[src/rtl/fm_move_engine.sv]
// fm_move_engine: moves words from the IFM buffer to the OFM buffer.
// Consumes the address sequencer's read/write address streams. Reads are
// issued combinationally. A queue of write addresses realigns each returned
// IFM word with its OFM destination. The move completes once the pipeline
// has fully drained.
module fm_move_engine #(
    parameter int IFM_AW   = 17,
    parameter int OFM_AW   = 17,
    parameter int DATA_W   = 256,
    parameter int RD_LAT   = 2,
    parameter int AQ_DEPTH = 4,
    parameter int CNT_W    = 20
) (
    input  logic              clk,
    input  logic              rst,
    input  logic              q_move_start,
    input  logic              addr_seq_done,
    input  logic              as_rd_vld,
    input  logic [IFM_AW-1:0] as_rd_addr,
    input  logic              as_wr_vld,
    input  logic [OFM_AW-1:0] as_wr_addr,
    output logic              ifm_rd_en,
    output logic [IFM_AW-1:0] ifm_rd_addr,
    input  logic [DATA_W-1:0] ifm_rd_data,
    output logic              ofm_wr_en,
    output logic [OFM_AW-1:0] ofm_wr_addr,
    output logic [DATA_W-1:0] ofm_wr_data,
    output logic              move_busy,
    output logic              move_done,
    output logic              move_err,
    output logic [CNT_W-1:0]  words_moved
);

    localparam int QAW = $clog2(AQ_DEPTH);
    localparam logic [QAW:0] AQ_FULL = (QAW + 1)'(AQ_DEPTH);

    typedef enum logic [1:0] {
        IDLE  = 2'd0,
        RUN   = 2'd1,
        DRAIN = 2'd2,
        DONE  = 2'd3
    } state_t;

    state_t state, state_nxt;

    // Read-return tracking: one bit per outstanding read cycle.
    logic [RD_LAT-1:0] rd_sr;
    logic              rvld;

    // Write-address queue.
    logic [OFM_AW-1:0] aq_mem [AQ_DEPTH];
    logic [QAW-1:0]    aq_rd_ptr;
    logic [QAW-1:0]    aq_wr_ptr;
    logic [QAW:0]      aq_cnt;
    logic              aq_empty;
    logic              aq_full;

    logic              push;
    logic              bypass;
    logic              q_push;
    logic              q_pop;
    logic              wr_fire;
    logic              overflow;
    logic              underflow;
    logic              stray_rd;
    logic [OFM_AW-1:0] pop_addr;

    assign ifm_rd_en   = as_rd_vld && (state == RUN);
    assign ifm_rd_addr = as_rd_addr;
    assign rvld        = rd_sr[RD_LAT-1];

    assign move_busy = (state != IDLE);
    assign move_done = (state == DONE);

    assign aq_empty = (aq_cnt == '0);
    assign aq_full  = (aq_cnt == AQ_FULL);

    // Write addresses are accepted while a move is active, including the
    // trailing address that arrives one cycle after the last read in DRAIN.
    assign push = as_wr_vld && ((state == RUN) || (state == DRAIN));

    // Empty queue with a simultaneous push and return: use the incoming
    // address directly so it never occupies a slot.
    assign bypass    = push && rvld && aq_empty;
    assign q_pop     = rvld && !aq_empty;
    assign q_push    = push && !bypass && (!aq_full || q_pop);
    assign wr_fire   = q_pop || bypass;
    assign overflow  = push && aq_full && !rvld;
    assign underflow = rvld && aq_empty && !push;
    assign stray_rd  = as_rd_vld && (state != RUN);
    assign pop_addr  = bypass ? as_wr_addr : aq_mem[aq_rd_ptr];

    // State register.
    always_ff @(posedge clk or posedge rst) begin
        if (rst) begin
            state <= IDLE;
        end else begin
            state <= state_nxt;
        end
    end

    // Next-state logic; addr_seq_done takes priority in RUN.
    always_comb begin
        state_nxt = state;
        case (state)
            IDLE: begin
                if (q_move_start) begin
                    state_nxt = RUN;
                end
            end
            RUN: begin
                if (addr_seq_done) begin
                    state_nxt = DRAIN;
                end
            end
            DRAIN: begin
                if ((rd_sr == '0) && aq_empty && !ofm_wr_en && !push) begin
                    state_nxt = DONE;
                end
            end
            DONE: begin
                state_nxt = IDLE;
            end
            default: begin
                state_nxt = IDLE;
            end
        endcase
    end

    // Return-tracking shift register: ifm_rd_en delayed by RD_LAT cycles.
    generate
        if (RD_LAT == 1) begin : g_sr1
            always_ff @(posedge clk or posedge rst) begin
                if (rst) begin
                    rd_sr <= '0;
                end else begin
                    rd_sr <= ifm_rd_en;
                end
            end
        end else begin : g_srn
            always_ff @(posedge clk or posedge rst) begin
                if (rst) begin
                    rd_sr <= '0;
                end else begin
                    rd_sr <= {rd_sr[RD_LAT-2:0], ifm_rd_en};
                end
            end
        end
    endgenerate

    // Queue pointers and occupancy.
    always_ff @(posedge clk or posedge rst) begin
        if (rst) begin
            aq_rd_ptr <= '0;
            aq_wr_ptr <= '0;
            aq_cnt    <= '0;
        end else begin
            if (q_push) begin
                aq_wr_ptr <= aq_wr_ptr + 1'b1;
            end
            if (q_pop) begin
                aq_rd_ptr <= aq_rd_ptr + 1'b1;
            end
            case ({q_push, q_pop})
                2'b10:   aq_cnt <= aq_cnt + 1'b1;
                2'b01:   aq_cnt <= aq_cnt - 1'b1;
                default: aq_cnt <= aq_cnt;
            endcase
        end
    end

    // Queue storage; contents are meaningful only between the pointers.
    always_ff @(posedge clk) begin
        if (q_push) begin
            aq_mem[aq_wr_ptr] <= as_wr_addr;
        end
    end

    // Registered OFM write port: returned data paired with its popped address.
    always_ff @(posedge clk or posedge rst) begin
        if (rst) begin
            ofm_wr_en   <= 1'b0;
            ofm_wr_addr <= '0;
            ofm_wr_data <= '0;
        end else begin
            ofm_wr_en <= wr_fire;
            if (wr_fire) begin
                ofm_wr_addr <= pop_addr;
                ofm_wr_data <= ifm_rd_data;
            end
        end
    end

    // Word counter: cleared on a new move, saturating at all-ones.
    always_ff @(posedge clk or posedge rst) begin
        if (rst) begin
            words_moved <= '0;
        end else if ((state == IDLE) && q_move_start) begin
            words_moved <= '0;
        end else if (ofm_wr_en && (words_moved != {CNT_W{1'b1}})) begin
            words_moved <= words_moved + 1'b1;
        end
    end

    // Sticky protocol error; only reset clears it.
    always_ff @(posedge clk or posedge rst) begin
        if (rst) begin
            move_err <= 1'b0;
        end else if (stray_rd || overflow || underflow) begin
            move_err <= 1'b1;
        end
    end

endmodule

[config.mk]
export PLATFORM = sky130hd
export DESIGN_NAME = fm_move_engine
export DESIGN_NICKNAME = d
export VERILOG_FILES = /design/src/rtl/fm_move_engine.sv
export SDC_FILE = /design/constraint.sdc
export NUM_CORES = 1
export LEC_CHECK = 0
export BUFFER_PORTS_ARGS = -buffer_cell sky130_fd_sc_hd__buf_2
export CORE_AREA = 3 3 235 237
export CTS_CLUSTER_DIAMETER = 120
export DETAILED_ROUTE_END_ITERATION = 12
export DIE_AREA = 0 0 238 240
export GPL_ROUTABILITY_DRIVEN = 0
export GPL_TIMING_DRIVEN = 0
export SLEW_MARGIN = 25
export SYNTH_ARGS = -nofsm -noshare
export SYNTH_HDL_FRONTEND = slang
export SYNTH_SLANG_ARGS = --single-unit
[constraint.sdc]
create_clock -name clk -period 9.6 [get_ports clk]
set_input_delay 0 -clock clk [delete_from_list [all_inputs] [get_ports clk]]
set_output_delay 0 -clock clk [all_outputs]
set_load 0.05 [all_outputs]
==> results.tsv <==
stage	metric	value	unit
worst_setup_path	crit path kind	reg2reg	
placement	Buffers on Ports	593	
logic_synthesis	Synth Instances	917	
cts	Bufs on Longest Clock Path	3	
cts	CTS root buf	clkbuf_16	
drt	vias after detailed routing	11300	
sta	Final min period	2820	ps
logic_synthesis	Mapped Area	14800	µm²
floorplan	Die Ht	240	µm
logic_synthesis	EDFF count, synth	68	
global_routing	first-pass GRT wire length	71.2	mm
pwr	Pleak	10.6	nW
cts	Num CTS Buffers	43	
sta	worst slew pin tran	997	ps
worst_setup_path	slack of the worst reg-to-reg path	6780	ps
drt	DR iter-0 viols	418	
final_layout	share of cells above drive strength 1	54.0	%
worst_setup_path	worst flop-to-flop path startpoint	state[0]	
pwr	switching pwr	4.19	mW
drt	routed wire length	48.2	mm
final_layout	Final nets	2144	
worst_setup_path	WP data arrival	2990	ps
status	status	completed	
sta	Slew Limit Headroom	33.5	%
drt	Routed Antenna Nets	0	
global_routing	GRT overflow	0	
drt	Vias/cell	4.39	
global_routing	vias in the first global route	12300	
placement	Final HPWL DP	34.2	mm
logic_synthesis	Yosys Warn Count	0	
logic_synthesis	syn_area_per_cell	16.2	µm²
logic_synthesis	Async SR Flop Fraction	81.8	%
floorplan	Core Area	53500	µm²
sta	Final Setup Violations	0	
floorplan	Core Rows	85	
logic_synthesis	synth cell count leaders	dfrtp_1, mux2_2, edfxtp_1	
floorplan	Die X	238	µm
worst_setup_path	crit start category	flop	
run	maxcap violations	0	
pwr	pwr dens	384	nW/µm²
hold_path	class of the worst hold path	in2async	
cts	Clk pin slew, worst setup/hold paths	60	ps
drt	DR WL/cell	18.8	µm
pwr	Max VDD drop	0.254	mV
global_routing	M3 GR Usage	3.95	%
pwr	Net Sw Frac	47.3	%
final_layout	non-filler instance count after layout	2566	
logic_synthesis	Top FF cell, synth	dfrtp_1	
cts	# resized after CTS	0	
sta	fmax	355	MHz
sta	max-slew violations	0	
drt	# DRC	0	
sta	final worst slack	6780	ps
final_layout	fin util	43.1	%
pwr	internal power	4.66	mW
sta	fin crit share	29.3	%
cts	CTS tree	done	
placement	placed cell area	18800	µm²
worst_setup_path	CP endpoint	aq_mem[0][0]	
cts	clk sink count	374	
floorplan	IO Pins	611	
global_routing	largest net degree at the start of global routing	101	
cts	H-tree Lvls	2	
global_routing	grt peak-use layer	met2	
sta	Final Hold Fails	0	
logic_synthesis	most area-hungry cell type in the Yosys netlist	dfrtp_1	
sta	WHS	25.4	ps
worst_setup_path	worst r2r dst	aq_mem[0][0]	
placement	Place WS	6750	ps
final_layout	Ant. Diodes	0	
pwr	Gate power share	50.4	%
logic_synthesis	post-synth cell types	49	
logic_synthesis	Mapped Nets	1224	
cts	Skew-Pair Late Insertion Delay	560	ps
worst_setup_path	Crit. Startpoint	state[0]	
logic_synthesis	count leader, synth	dfrtp_1	
logic_synthesis	post-synthesis sequential area ratio	65.3	%
floorplan	Initial Utilization	27.7	%
final_layout	Area Overhead vs Synth	55.4	%
global_routing	met1 usage	19.8	%
sta	RSZ-0062 raised after global routing	no	
sta	TNS Setup	0	ps
floorplan	Die ar.	57100	µm²
worst_setup_path	path depth of the worst reg2reg path	6	
global_routing	GR Util All Layers	16.1	%
pwr	Clock Power Share	19.4	%
pwr	Reg power frac	30.2	%
drt	total iterations of the first detailed-routing run	5	
sta	skew final	27.9	ps
logic_synthesis	Synth area leaders	dfrtp_1, mux2_2, edfxtp_1	
worst_setup_path	data required time of the worst path	9770	ps
pwr	total power	8.86	mW
global_routing	GR Util met2	28.0	%
global_routing	initial antenna violation count	3	
worst_setup_path	crit path max fanout	17	
logic_synthesis	Yosys top cell area share	51.6	%
logic_synthesis	number of synthesized register bits	374	
worst_setup_path	Crit. End Element	flop	
placement	cell count after placement	2209	
final_layout	final std cell area, no fill	23100	µm²
[layout by cell type (no fill, tap or decap), types with 4 or more instances in the layout]
cell | Yosys | routed
mux4_2 | 17 | 17
nor4_1 | 4 | 4
clkbuf_16 | 0 | 43
mux2i_1 | 20 | 20
clkinv_2 | 0 | 5
nand3_1 | 14 | 14
dlygate4sd3_1 | 0 | 279
ha_1 | 10 | 10
inv_1 | 11 | 10
clkbuf_1 | 9 | 18
nor2_1 | 19 | 19
buf_6 | 22 | 22
mux2_2 | 257 | 257
buf_4 | 21 | 21
and2_1 | 8 | 8
dfrtp_1 | 306 | 306
clkbuf_8 | 0 | 8
xnor2_1 | 10 | 10
edfxtp_1 | 68 | 68
o21ai_0 | 21 | 21
bufinv_16 | 0 | 6
xor2_1 | 6 | 6
buf_2 | 11 | 604
o211ai_1 | 4 | 4
nand2b_1 | 4 | 4
nand2_1 | 32 | 32
[cell families after synthesis]
| group | after synthesis | synth area share, % |
|---|---|---|
| AO/OA/AOI/OAI | 45 | 1.96 |
| XOR/XNOR | 17 | 1.05 |
| adder cells (fa/ha/maj) | 11 | 0.978 |
| buffers and inverters | 74 | 3.61 |
| flip-flops | 374 | 65.3 |
| multiplexers | 294 | 23.4 |
| AND/OR/NAND/NOR | 102 | 3.62 |
[final cells by class]
cell class | count | area (µm²)
fill | 4824 | 30400
tap | 696 | 871
multi-input combinational | 469 | 4610
inverter | 11 | 48.8
timing repair buffer | 875 | 5840
clock inverter | 18 | 280
clock buffer | 60 | 1220
buffer | 63 | 494
sequential | 374 | 9700
[worst min-delay path by stage]
stage | cells past startpoint | from | endpoint
2_1_floorplan | 0 | as_wr_addr[0] | aq_mem[0][0]
3_3_place_gp | 1 | as_wr_addr[6] | aq_mem[0][6]
3_5_place_dp | 2 | rst | ofm_wr_data[87]
4_1_cts | 3 | rst | ofm_wr_data[84]
5_1_grt | 3 | rst | ofm_wr_data[87]
6_report | 3 | rst | ofm_wr_data[98]
[repair_timing]
action / 4_1_cts / 5_1_grt
endpoints found under the hold margin: 560 / 0
hold buffers: 279 / 0
setup buffers: 0 / 0
[registers in the layout (all words and copies together), names as in the netlist]
signal / count
aq_wr_ptr: 2
aq_rd_ptr: 2
words_moved: 20
ofm_wr_addr: 17
ofm_wr_en: 1
aq_cnt: 3
rd_sr: 2
ofm_wr_data: 256
move_err: 1
state: 2
aq_mem: 68
[worst max-delay path, cell delays in order (launching register included)]
cell      delay (ps)
dfrtp_1          380
inv_1            100
ha_1             340
nand2_1           80
clkbuf_1         210
a21oi_1          440
and2_1           870
[power groups by stage]
stage	logic, mW	clock network, mW	registers, mW
floorplan	1.17	0	4.73
global placement	4.34	0	2.65
detailed placement	4.39	0	2.68
CTS	4.48	1.77	2.66
global route	4.66	1.83	2.75
finish	4.47	1.72	2.67
[per-layer routing]
metal / share of wire (%) / vias up
met5: 0 / -
met4: 2.5 / 0
met3: 6.5 / 80
met2: 51 / 402
met1: 40 / 5651
li1: - / 5127
Power figures use the tool's default switching activity.
